==> src/rtl/display_mode_sequencer.sv <==
// Mode sequencer for the 4-digit display: live/history hex/decimal views,
// a circular snapshot history and an optional auto-cycle timer.
module display_mode_sequencer #(
    parameter int DEPTH       = 4,
    parameter int CYCLE_TICKS = 100_000_000
) (
    input  logic                     clk,
    input  logic                     reset,
    input  logic                     btn_mode,
    input  logic                     btn_capture,
    input  logic                     btn_auto,
    input  logic [15:0]              live_hex,
    input  logic [15:0]              live_dec,
    output logic [15:0]              to_display,
    output logic [1:0]               mode,
    output logic [$clog2(DEPTH)-1:0] hist_idx,
    output logic [$clog2(DEPTH):0]   hist_count,
    output logic                     auto_on
);
    localparam int IW = $clog2(DEPTH);
    localparam int CW = IW + 1;
    localparam int TW = $clog2(CYCLE_TICKS);

    typedef enum logic [1:0] {
        LIVE_HEX = 2'd0,
        LIVE_DEC = 2'd1,
        HIST_HEX = 2'd2,
        HIST_DEC = 2'd3
    } mode_t;

    mode_t         mode_q, mode_d;
    logic [IW-1:0] hist_idx_q, hist_idx_d;
    logic [IW-1:0] wr_ptr_q, wr_ptr_d;
    logic [IW-1:0] rd_addr_s;
    logic [CW-1:0] hist_count_q, hist_count_d;
    logic          auto_on_q, auto_on_d;
    logic [TW-1:0] timer_q, timer_d;
    logic [15:0]   disp_q, disp_d;
    logic [15:0]   rd_hex_s, rd_dec_s;
    logic [15:0]   buf_hex_q [DEPTH];
    logic [15:0]   buf_dec_q [DEPTH];
    logic          btn_mode_q, btn_capture_q, btn_auto_q;
    logic          ev_mode_s, ev_capture_s, ev_auto_s;
    logic          tick_s, step_s, wr_en_s;

    // Next-state computation: events, history pointers, mode step, timer, display word
    always_comb begin
        ev_mode_s    = btn_mode & ~btn_mode_q;
        ev_capture_s = btn_capture & ~btn_capture_q;
        ev_auto_s    = btn_auto & ~btn_auto_q;
        tick_s       = auto_on_q && (timer_q == TW'(CYCLE_TICKS - 1));
        step_s       = ev_mode_s | tick_s;
        wr_en_s      = ev_capture_s && ((mode_q == LIVE_HEX) || (mode_q == LIVE_DEC));

        mode_d       = mode_q;
        hist_idx_d   = hist_idx_q;
        wr_ptr_d     = wr_ptr_q;
        hist_count_d = hist_count_q;
        auto_on_d    = auto_on_q;
        timer_d      = timer_q;

        if (wr_en_s) begin
            wr_ptr_d   = wr_ptr_q + IW'(1);
            hist_idx_d = '0;
            if (hist_count_q != CW'(DEPTH)) begin
                hist_count_d = hist_count_q + CW'(1);
            end else begin
                hist_count_d = hist_count_q;
            end
        end else if (ev_capture_s) begin
            if (({1'b0, hist_idx_q} + CW'(1)) == hist_count_q) begin
                hist_idx_d = '0;
            end else begin
                hist_idx_d = hist_idx_q + IW'(1);
            end
        end else begin
            hist_idx_d = hist_idx_q;
        end

        // The step looks at the pre-capture count, so a capture in the same
        // cycle cannot open the history views.
        if (step_s) begin
            case (mode_q)
                LIVE_HEX: mode_d = LIVE_DEC;
                LIVE_DEC: begin
                    if (hist_count_q != CW'(0)) begin
                        mode_d     = HIST_HEX;
                        hist_idx_d = '0;
                    end else begin
                        mode_d = LIVE_HEX;
                    end
                end
                HIST_HEX: mode_d = HIST_DEC;
                HIST_DEC: mode_d = LIVE_HEX;
                default:  mode_d = LIVE_HEX;
            endcase
        end else begin
            mode_d = mode_q;
        end

        if (ev_auto_s) begin
            auto_on_d = ~auto_on_q;
            timer_d   = '0;
        end else if (!auto_on_q || step_s) begin
            timer_d = '0;
        end else begin
            timer_d = timer_q + TW'(1);
        end

        // A same-cycle write can land on the entry about to be shown.
        rd_addr_s = wr_ptr_d - IW'(1) - hist_idx_d;
        if (wr_en_s && (rd_addr_s == wr_ptr_q)) begin
            rd_hex_s = live_hex;
            rd_dec_s = live_dec;
        end else begin
            rd_hex_s = buf_hex_q[rd_addr_s];
            rd_dec_s = buf_dec_q[rd_addr_s];
        end

        case (mode_d)
            LIVE_HEX: disp_d = live_hex;
            LIVE_DEC: disp_d = live_dec;
            HIST_HEX: disp_d = rd_hex_s;
            HIST_DEC: disp_d = rd_dec_s;
            default:  disp_d = 16'h0000;
        endcase
    end

    // Sequencer state and registered display word
    always_ff @(posedge clk) begin
        if (reset) begin
            mode_q        <= LIVE_HEX;
            hist_idx_q    <= '0;
            wr_ptr_q      <= '0;
            hist_count_q  <= '0;
            auto_on_q     <= 1'b0;
            timer_q       <= '0;
            disp_q        <= 16'h0000;
            // Track the levels during reset so a held button is not an event.
            btn_mode_q    <= btn_mode;
            btn_capture_q <= btn_capture;
            btn_auto_q    <= btn_auto;
        end else begin
            mode_q        <= mode_d;
            hist_idx_q    <= hist_idx_d;
            wr_ptr_q      <= wr_ptr_d;
            hist_count_q  <= hist_count_d;
            auto_on_q     <= auto_on_d;
            timer_q       <= timer_d;
            disp_q        <= disp_d;
            btn_mode_q    <= btn_mode;
            btn_capture_q <= btn_capture;
            btn_auto_q    <= btn_auto;
        end
    end

    // Snapshot history storage
    always_ff @(posedge clk) begin
        if (reset) begin
            for (int i = 0; i < DEPTH; i++) begin
                buf_hex_q[i] <= 16'h0000;
                buf_dec_q[i] <= 16'h0000;
            end
        end else if (wr_en_s) begin
            buf_hex_q[wr_ptr_q] <= live_hex;
            buf_dec_q[wr_ptr_q] <= live_dec;
        end
    end

    assign to_display = disp_q;
    assign mode       = mode_q;
    assign hist_idx   = hist_idx_q;
    assign hist_count = hist_count_q;
    assign auto_on    = auto_on_q;

endmodule
==> config.mk <==
export PLATFORM = sky130hd
export DESIGN_NAME = display_mode_sequencer
export DESIGN_NICKNAME = d
export VERILOG_FILES = /design/src/rtl/display_mode_sequencer.sv
export SDC_FILE = /design/constraint.sdc
export NUM_CORES = 1
export LEC_CHECK = 0
export BUFFER_PORTS_ARGS = -buffer_cell sky130_fd_sc_hd__buf_2
export CORE_ASPECT_RATIO = 1.25
export CORE_MARGIN = 2
export CORE_UTILIZATION = 47
export DETAILED_ROUTE_END_ITERATION = 7
export GPL_ROUTABILITY_DRIVEN = 0
export PLACE_DENSITY = 0.64
export SLEW_MARGIN = 0
export SYNTH_ARGS = -nofsm -noshare
export SYNTH_HDL_FRONTEND = slang
export SYNTH_SLANG_ARGS = --single-unit
==> constraint.sdc <==
create_clock -name clk -period 4.25 [get_ports clk]
set_input_delay 0.6375 -clock clk [delete_from_list [all_inputs] [get_ports clk]]
set_output_delay 0.6375 -clock clk [all_outputs]
set_load 0.01 [all_outputs]
==> results of run 1 <==
-- kinds of logic after synthesis --
group	count (synthesis)	share of synthesized area (%)
buf+inv	64	2.68
mux	53	8.15
flops	184	52.3
xor+xnor	36	3.82
simple gates	397	22.7
fa+ha+maj	5	0.659
compound gates	126	9.72
-- synthesized netlist by cell type, drive strengths merged, types with 14 or more instances --
library cell / number
and2: 130
edfxtp: 128
nand2: 83
nor2: 67
dfxtp: 56
clkbuf: 41
a21oi: 34
mux2i: 21
nand3: 20
nor3: 19
xor2: 19
mux4: 18
nand4: 18
or3: 18
xnor2: 16
buf: 15
mux2: 14
-- final cells by class --
type	instances	area, sq um	share of cell area, %
clock buffers	17	425	3.94
repair buffers	89	531	4.91
multi-input cells	617	4320	40.0
well taps	270	338	3.13
inverters	8	30.0	0.278
flip-flops and latches	184	4960	46.0
clock inverters	15	195	1.81
-- metal layers --
layer / share of wire, % / track usage (%)
met4: 2.4 / 8.12
met3: 4.6 / 3.15
met1: 43 / 30.5
met2: 50 / 39.3
met5: 0 / 0
-- per-stage QoR --
stage | power [mW] | hold slack (ps) | cells | worst slack [ps] | utilization (%)
6_report | 4.28 | 315 | 1200 | 427 | 54.1
5_1_grt | 4.44 | 310 | 1200 | 212 | 54.1
4_1_cts | 4.31 | 305 | 1200 | 467 | 54.1
3_5_place_dp | 2.70 | 455 | 1168 | 499 | 51.0
3_3_place_gp | 2.69 | 443 | 1168 | 551 | 51.0
2_1_floorplan | 2.49 | 426 | 865 | 426 | -
-- sequential cells by signal, indices dropped and copies added (netlist names) --
| register | count |
|---|---|
| auto_on | 1 |
| btn_auto_q | 1 |
| btn_capture_q | 1 |
| btn_mode_q | 1 |
| buf_dec_q | 64 |
| buf_hex_q | 64 |
| hist_count | 3 |
| hist_idx | 2 |
| mode | 2 |
| timer_q | 27 |
| to_display | 16 |
| wr_ptr_q | 2 |
-- power groups by stage --
stage / Combinational, mW / Clock [mW] / Sequential [mW]
after floorplan: 0.412 / 0 / 2.08
after global placement: 0.603 / 0 / 2.09
after detailed placement: 0.612 / 0 / 2.09
after CTS: 0.614 / 1.65 / 2.05
after global routing: 0.666 / 1.71 / 2.06
final: 0.611 / 1.62 / 2.05
-- worst paths after layout --
check / startpoint / end / slack (ps)
setup / recovery: timer_q[0] / to_display[5] / 430
hold / removal: btn_auto / btn_auto_q / 310
setup reg to reg: timer_q[0] / to_display[5] / 430
hold reg to reg: timer_q[0] / timer_q[0] / 480
-- worst max-delay path: stages, from the launching register on --
cell       delay, ps
dfxtp_1          370
ha_1             220
nand4_1          180
nor4_2           490
a21oi_1          150
nor2_1           140
or2_2            160
ha_4             160
xnor3_1          320
buf_4            220
mux2_2           240
a211oi_1          40
a21oi_1          140
o2111ai_1        120
o31ai_1          630
a221o_1          190
==> impl_metrics.env, run 1 <==
export IMPL_die_h_um=163
export IMPL_final_antenna_net_count=0
export IMPL_switching_share_pct=28.3
export IMPL_htreeDepth=4
export IMPL_max_cap_viol_count=0
export IMPL_synth_distinct_cells=68
export IMPL_fin_crit_sh_pct=90.0
export IMPL_grt_usage_pct=23.2
export IMPL_grt_pass1_wl_um=37500
export IMPL_finalCriticalPeriod_ps=3820
export IMPL_grt_overflow=0
export IMPL_layout_commonest_cell="and2_1"
export IMPL_relSlewSlack_pct=42.1
export IMPL_cp_max_fo=15
export IMPL_wl_per_cell_um=20.0
export IMPL_grt_pass1_vias=6623
export IMPL_syn_area_sq_um=9490
export IMPL_startpoint_type="register"
export IMPL_cts_root_buffer_cell="clkbuf_16"
export IMPL_r2r_cells=15
export IMPL_cp_end_kind="register"
export IMPL_numClockSinks=184
export IMPL_post_drt_via_cell_ratio=5.77
export IMPL_syn_instance_count=865
export IMPL_finalClockSkew_ps=12.5
export IMPL_fin_area_sq_um=10800
export IMPL_area_delta_synth_final_pct=13.8
export IMPL_initial_utilization_pct=47.5
export IMPL_numCtsBuffers=17
export IMPL_layout_common_cells="130 x and2_1, 128 x edfxtp_1, 82 x nand2_1"
export IMPL_synth_ff_type="edfxtp_1"
export IMPL_postSynthAreaPerCell_sq_um=11.0
export IMPL_detail_route_first_pass_iterations=5
export IMPL_drive_gt1_share_pct=18.7
export IMPL_tightest_slew_ps=867
export IMPL_cts_post_setup_buffers_inserted=0
export IMPL_pwr_share_clk_pct=37.9
export IMPL_p_sw_mw=1.21
export IMPL_powerDensity_nw_per_um2=397
export IMPL_initialDrtViolationCount=606
export IMPL_hold_buffers=0
export IMPL_synth_fp_nets=907
export IMPL_synth_seq_cells=184
export IMPL_dpl_hpwl_um=15400
export IMPL_netlist_area_leader_share_pct=40.5
export IMPL_leakage_nw=4.01
export IMPL_clkSlewWorstSetupHoldPaths_ps=80
export IMPL_intPower_mw=3.07
export IMPL_port_buffers=60
export IMPL_max_clock_freq_mhz=262
export IMPL_antenna_found_initial=0
export IMPL_nNetsFinal=959
export IMPL_fp_dieW_um=131
export IMPL_status="complete, no violations"
export IMPL_cts_resized_gates=0
export IMPL_synth_area_leaders="edfxtp_1 41%, dfxtp_1 12%, and2_1 8.6%"
export IMPL_n_antenna_cell=0
export IMPL_hold_viol_final=0
export IMPL_dieArea_sq_um=21300
export IMPL_required_ps=4630
export IMPL_drt_wl_total_um=24000
export IMPL_synth_edf_count=128
export IMPL_num_vias=6925
export IMPL_crit_arrival_ps=4210
export IMPL_grt_max_degree=52
export IMPL_worstSetupPathType="reg2reg"
export IMPL_clock_latency_ps=440
export IMPL_core_area_sq_um=20000
export IMPL_slew_violations=0
export IMPL_p_seq_share_pct=47.8
export IMPL_hold_depth=1
export IMPL_async_flop_share_pct=0
export IMPL_cts_tree="yes"
export IMPL_comb_power_share_pct=14.3
export IMPL_synth_top_area_cell="edfxtp_1"
export IMPL_cts_buffer_depth=2
export IMPL_tns_ps=0
export IMPL_ir_drop_mv=0.277
export IMPL_nFillCells=1715
export IMPL_ys_seq_area_share_pct=52.3
export IMPL_yosysWarnings=0
export IMPL_post_route_drc_count=0
export IMPL_hold_path_class="in2reg"
export IMPL_rsz0062_at_grt="false"
export IMPL_finalSetupViolations=0
export IMPL_place_area_sq_um=10200
export IMPL_rows=58
export IMPL_pin_count=61
Power figures use the tool's default switching activity.
==> inputs of run 2 (changes only) <==
--- a/config.mk
+++ b/config.mk
@@ -5,13 +5,14 @@
 export SDC_FILE = /design/constraint.sdc
 export NUM_CORES = 1
 export LEC_CHECK = 0
+export ABC_AREA = 1
 export BUFFER_PORTS_ARGS = -buffer_cell sky130_fd_sc_hd__buf_2
 export CORE_ASPECT_RATIO = 1.25
 export CORE_MARGIN = 2
 export CORE_UTILIZATION = 47
 export DETAILED_ROUTE_END_ITERATION = 7
 export GPL_ROUTABILITY_DRIVEN = 0
-export PLACE_DENSITY = 0.64
+export PLACE_DENSITY = 0.65
 export SLEW_MARGIN = 0
 export SYNTH_ARGS = -nofsm -noshare
 export SYNTH_HDL_FRONTEND = slang
==> run 2 against run 1 <==
- clock-buffer cell count up 2
- combinational power is 11% lower
- sequential power about the same
- critical path depth grew 4
- die area fell by 5.2%
- highest routed layer unchanged
- routed wire length is 10% lower
- clock skew rose by 1.8 ps
- power fell by 5.6%
==> impl_metrics.env, run 2 <==
export IMPL_cts_tree="yes"
export IMPL_worstSetupPathType="reg2reg"
export IMPL_cts_resized_gates=0
export IMPL_nNetsFinal=1072
export IMPL_slew_violations=0
export IMPL_async_flop_share_pct=0
export IMPL_num_vias=6874
export IMPL_pin_count=61
export IMPL_grt_overflow=0
export IMPL_synth_area_leaders="edfxtp_1 43%, dfxtp_1 12%, nor2_1 7.8%"
export IMPL_cts_post_setup_buffers_inserted=0
export IMPL_synth_most_common_cell="nor2_1"
export IMPL_leakage_nw=4.26
export IMPL_layout_common_cells="187 x nor2_1, 152 x nand2_1, 128 x edfxtp_1"
export IMPL_reg2reg_slack_ps=900
export IMPL_max_clock_freq_mhz=298
export IMPL_cts_buffer_depth=2
export IMPL_drt_wl_total_um=21600
export IMPL_grt_busiest_layer="met2"
export IMPL_synth_fp_nets=1027
export IMPL_core_area_sq_um=18800
export IMPL_clock_latency_ps=450
export IMPL_n_antenna_cell=0
export IMPL_detail_route_first_pass_iterations=5
export IMPL_netlist_area_leader_share_pct=42.8
export IMPL_hold_buffers=0
export IMPL_initialDrtViolationCount=608
export IMPL_htreeDepth=4
export IMPL_synth_seq_cells=184
export IMPL_initial_utilization_pct=47.8
export IMPL_rsz0062_at_grt="false"
export IMPL_port_buffers=60
export IMPL_wl_per_cell_um=16.9
export IMPL_grtUsageMet3_pct=3.93
export IMPL_hold_viol_final=0
export IMPL_hold_path_class="in2reg"
export IMPL_grt_use_met2_pct=38.8
export IMPL_hold_depth=1
export IMPL_dieArea_sq_um=20200
export IMPL_startpoint_type="register"
export IMPL_yosysWarnings=0
export IMPL_status="complete, no violations"
export IMPL_min_from="btn_auto"
export IMPL_reg_top3="buf_dec_q x64, buf_hex_q x64, timer_q x27"
export IMPL_nFillCells=1769
export IMPL_grt_max_degree=39
export IMPL_fin_crit_sh_pct=78.8
export IMPL_cp_max_fo=33
export IMPL_post_drt_via_cell_ratio=5.39
export IMPL_relSlewSlack_pct=28.7
export IMPL_rows=56
export IMPL_synth_edf_count=128
export IMPL_met1_usage_pct=27.6
export IMPL_r2r_start="timer_q[0]"
export IMPL_syn_area_sq_um=8980
export IMPL_die_h_um=159
export IMPL_min_to="btn_auto_q"
export IMPL_fin_util_pct=53.2
export IMPL_postSynthAreaPerCell_sq_um=9.12
export IMPL_grt_pass1_wl_um=34200
export IMPL_required_ps=4570
export IMPL_seqCellArea_sq_um=4960
export IMPL_clkSlewWorstSetupHoldPaths_ps=70
export IMPL_finalSetupViolations=0
export IMPL_multi_input_area_sq_um=3410
export IMPL_max_cap_viol_count=0
export IMPL_grt_pass1_vias=6721
export IMPL_syn_instance_count=985
export IMPL_numCtsBuffers=17
export IMPL_crit_reg2reg_capture="to_display[13]"
export IMPL_cts_root_buffer_cell="clkbuf_16"
export IMPL_r2r_cells=19
export IMPL_dpl_hpwl_um=13200
export IMPL_finalCriticalPeriod_ps=3350
export IMPL_fp_dieW_um=128
export IMPL_ys_seq_area_share_pct=55.3
export IMPL_tns_ps=0
export IMPL_layout_commonest_cell="nor2_1"
export IMPL_synth_top_cells_by_count="187 x nor2_1, 152 x nand2_1, 128 x edfxtp_1"
export IMPL_crit_arrival_ps=3670
export IMPL_post_route_drc_count=0
export IMPL_synth_distinct_cells=39
export IMPL_drive_gt1_share_pct=12.9
export IMPL_antenna_found_initial=0
export IMPL_area_delta_synth_final_pct=11.3
export IMPL_ir_drop_mv=0.315
export IMPL_cp_end_kind="register"
export IMPL_numClockSinks=184
export IMPL_synth_top_area_cell="edfxtp_1"
export IMPL_finalClockSkew_ps=14.3
export IMPL_final_antenna_net_count=0
export IMPL_synth_ff_type="edfxtp_1"
export IMPL_tightest_slew_ps=1070
export IMPL_powerDensity_nw_per_um2=405
export IMPL_grt_usage_pct=22.2
-- run 2: changes by cell type in the layout (fill, tap and decap cells not counted), sizes merged, moves of 40 or more --
cell   change
mux2i     +43
and2     -130
nor2     +126
nand2     +81
nand3     +84
o21ai     +40
inv       +84
-- run 2: power by group --
group | internal [mW] | total [mW] | switching (mW)
Clock | 0.767 | 1.47 | 0.705
Sequential | 2.00 | 2.02 | 0.0279
Combinational | 0.192 | 0.546 | 0.354
Total | 2.96 | 4.04 | 1.09
-- run 2: worst max-delay path by stage --
stage	cells after the start	startpoint	endpoint	slack, ps
final	19	timer_q[0]	to_display[13]	900
after detailed placement	19	timer_q[0]	to_display[13]	900
after global routing	16	timer_q[0]	to_display[13]	610
after CTS	16	timer_q[0]	to_display[0]	860
after floorplan	18	timer_q[0]	to_display[11]	1430
after global placement	19	timer_q[0]	to_display[12]	1070
-- run 2: metal layers --
layer  up-vias  routed length, um
met5         -                  0
met4         0                380
met3        34               1070
met2       193              10800
met1      3286               9300
li1       3361                  -
-- run 2: kinds of logic after synthesis --
kind of cell / share of synthesized area [%]
and+or+nand+nor: 23.9
DFF: 55.3
buffers and inverters: 6.91
AOI/OAI and AO/OA: 5.53
muxes: 7.13
xor gates and xnor gates: 0.585
adders and majority gates: 0.697
-- run 2: layout make-up --
class	count	share of cell area [%]
flip-flops and latches	184	49.7
multi-input cells	655	34.1
clock buffers	19	4.43
repair buffers	74	4.18
inverters	98	3.73
well taps	232	2.90
clock inverters	13	0.977
-- run 2: worst max-delay path, stage by stage, from the launching register on --
cell and delay [ps]:
dfxtp_1 380, ha_1 190, nand2_1 80, nor2_2 170, nand2_1 140, nor2_2 110
nand2_2 80, nand2_4 110, nand2_2 100, nand3_1 160, ha_4 150, nand3b_1 100
nand2_1 110, nand3_4 110, buf_4 390, nand3_2 150, nand3_4 370, nor2_1 80
nor2_1 140, a21oi_2 70
-- run 2: through the flow --
| stage | hold slack, ps | power, mW | instances | setup slack (ps) | area, sq um |
|---|---|---|---|---|---|
| after global placement | 444 | 2.60 | 1243 | 1070 | 9450 |
| after detailed placement | 462 | 2.61 | 1243 | 895 | 9450 |
| after global routing | 303 | 4.18 | 1275 | 614 | 9990 |
| final | 305 | 4.04 | 1275 | 899 | 9990 |
| after CTS | 300 | 4.07 | 1275 | 857 | 9990 |
| after floorplan | 430 | 2.45 | 985 | 1430 | 8980 |
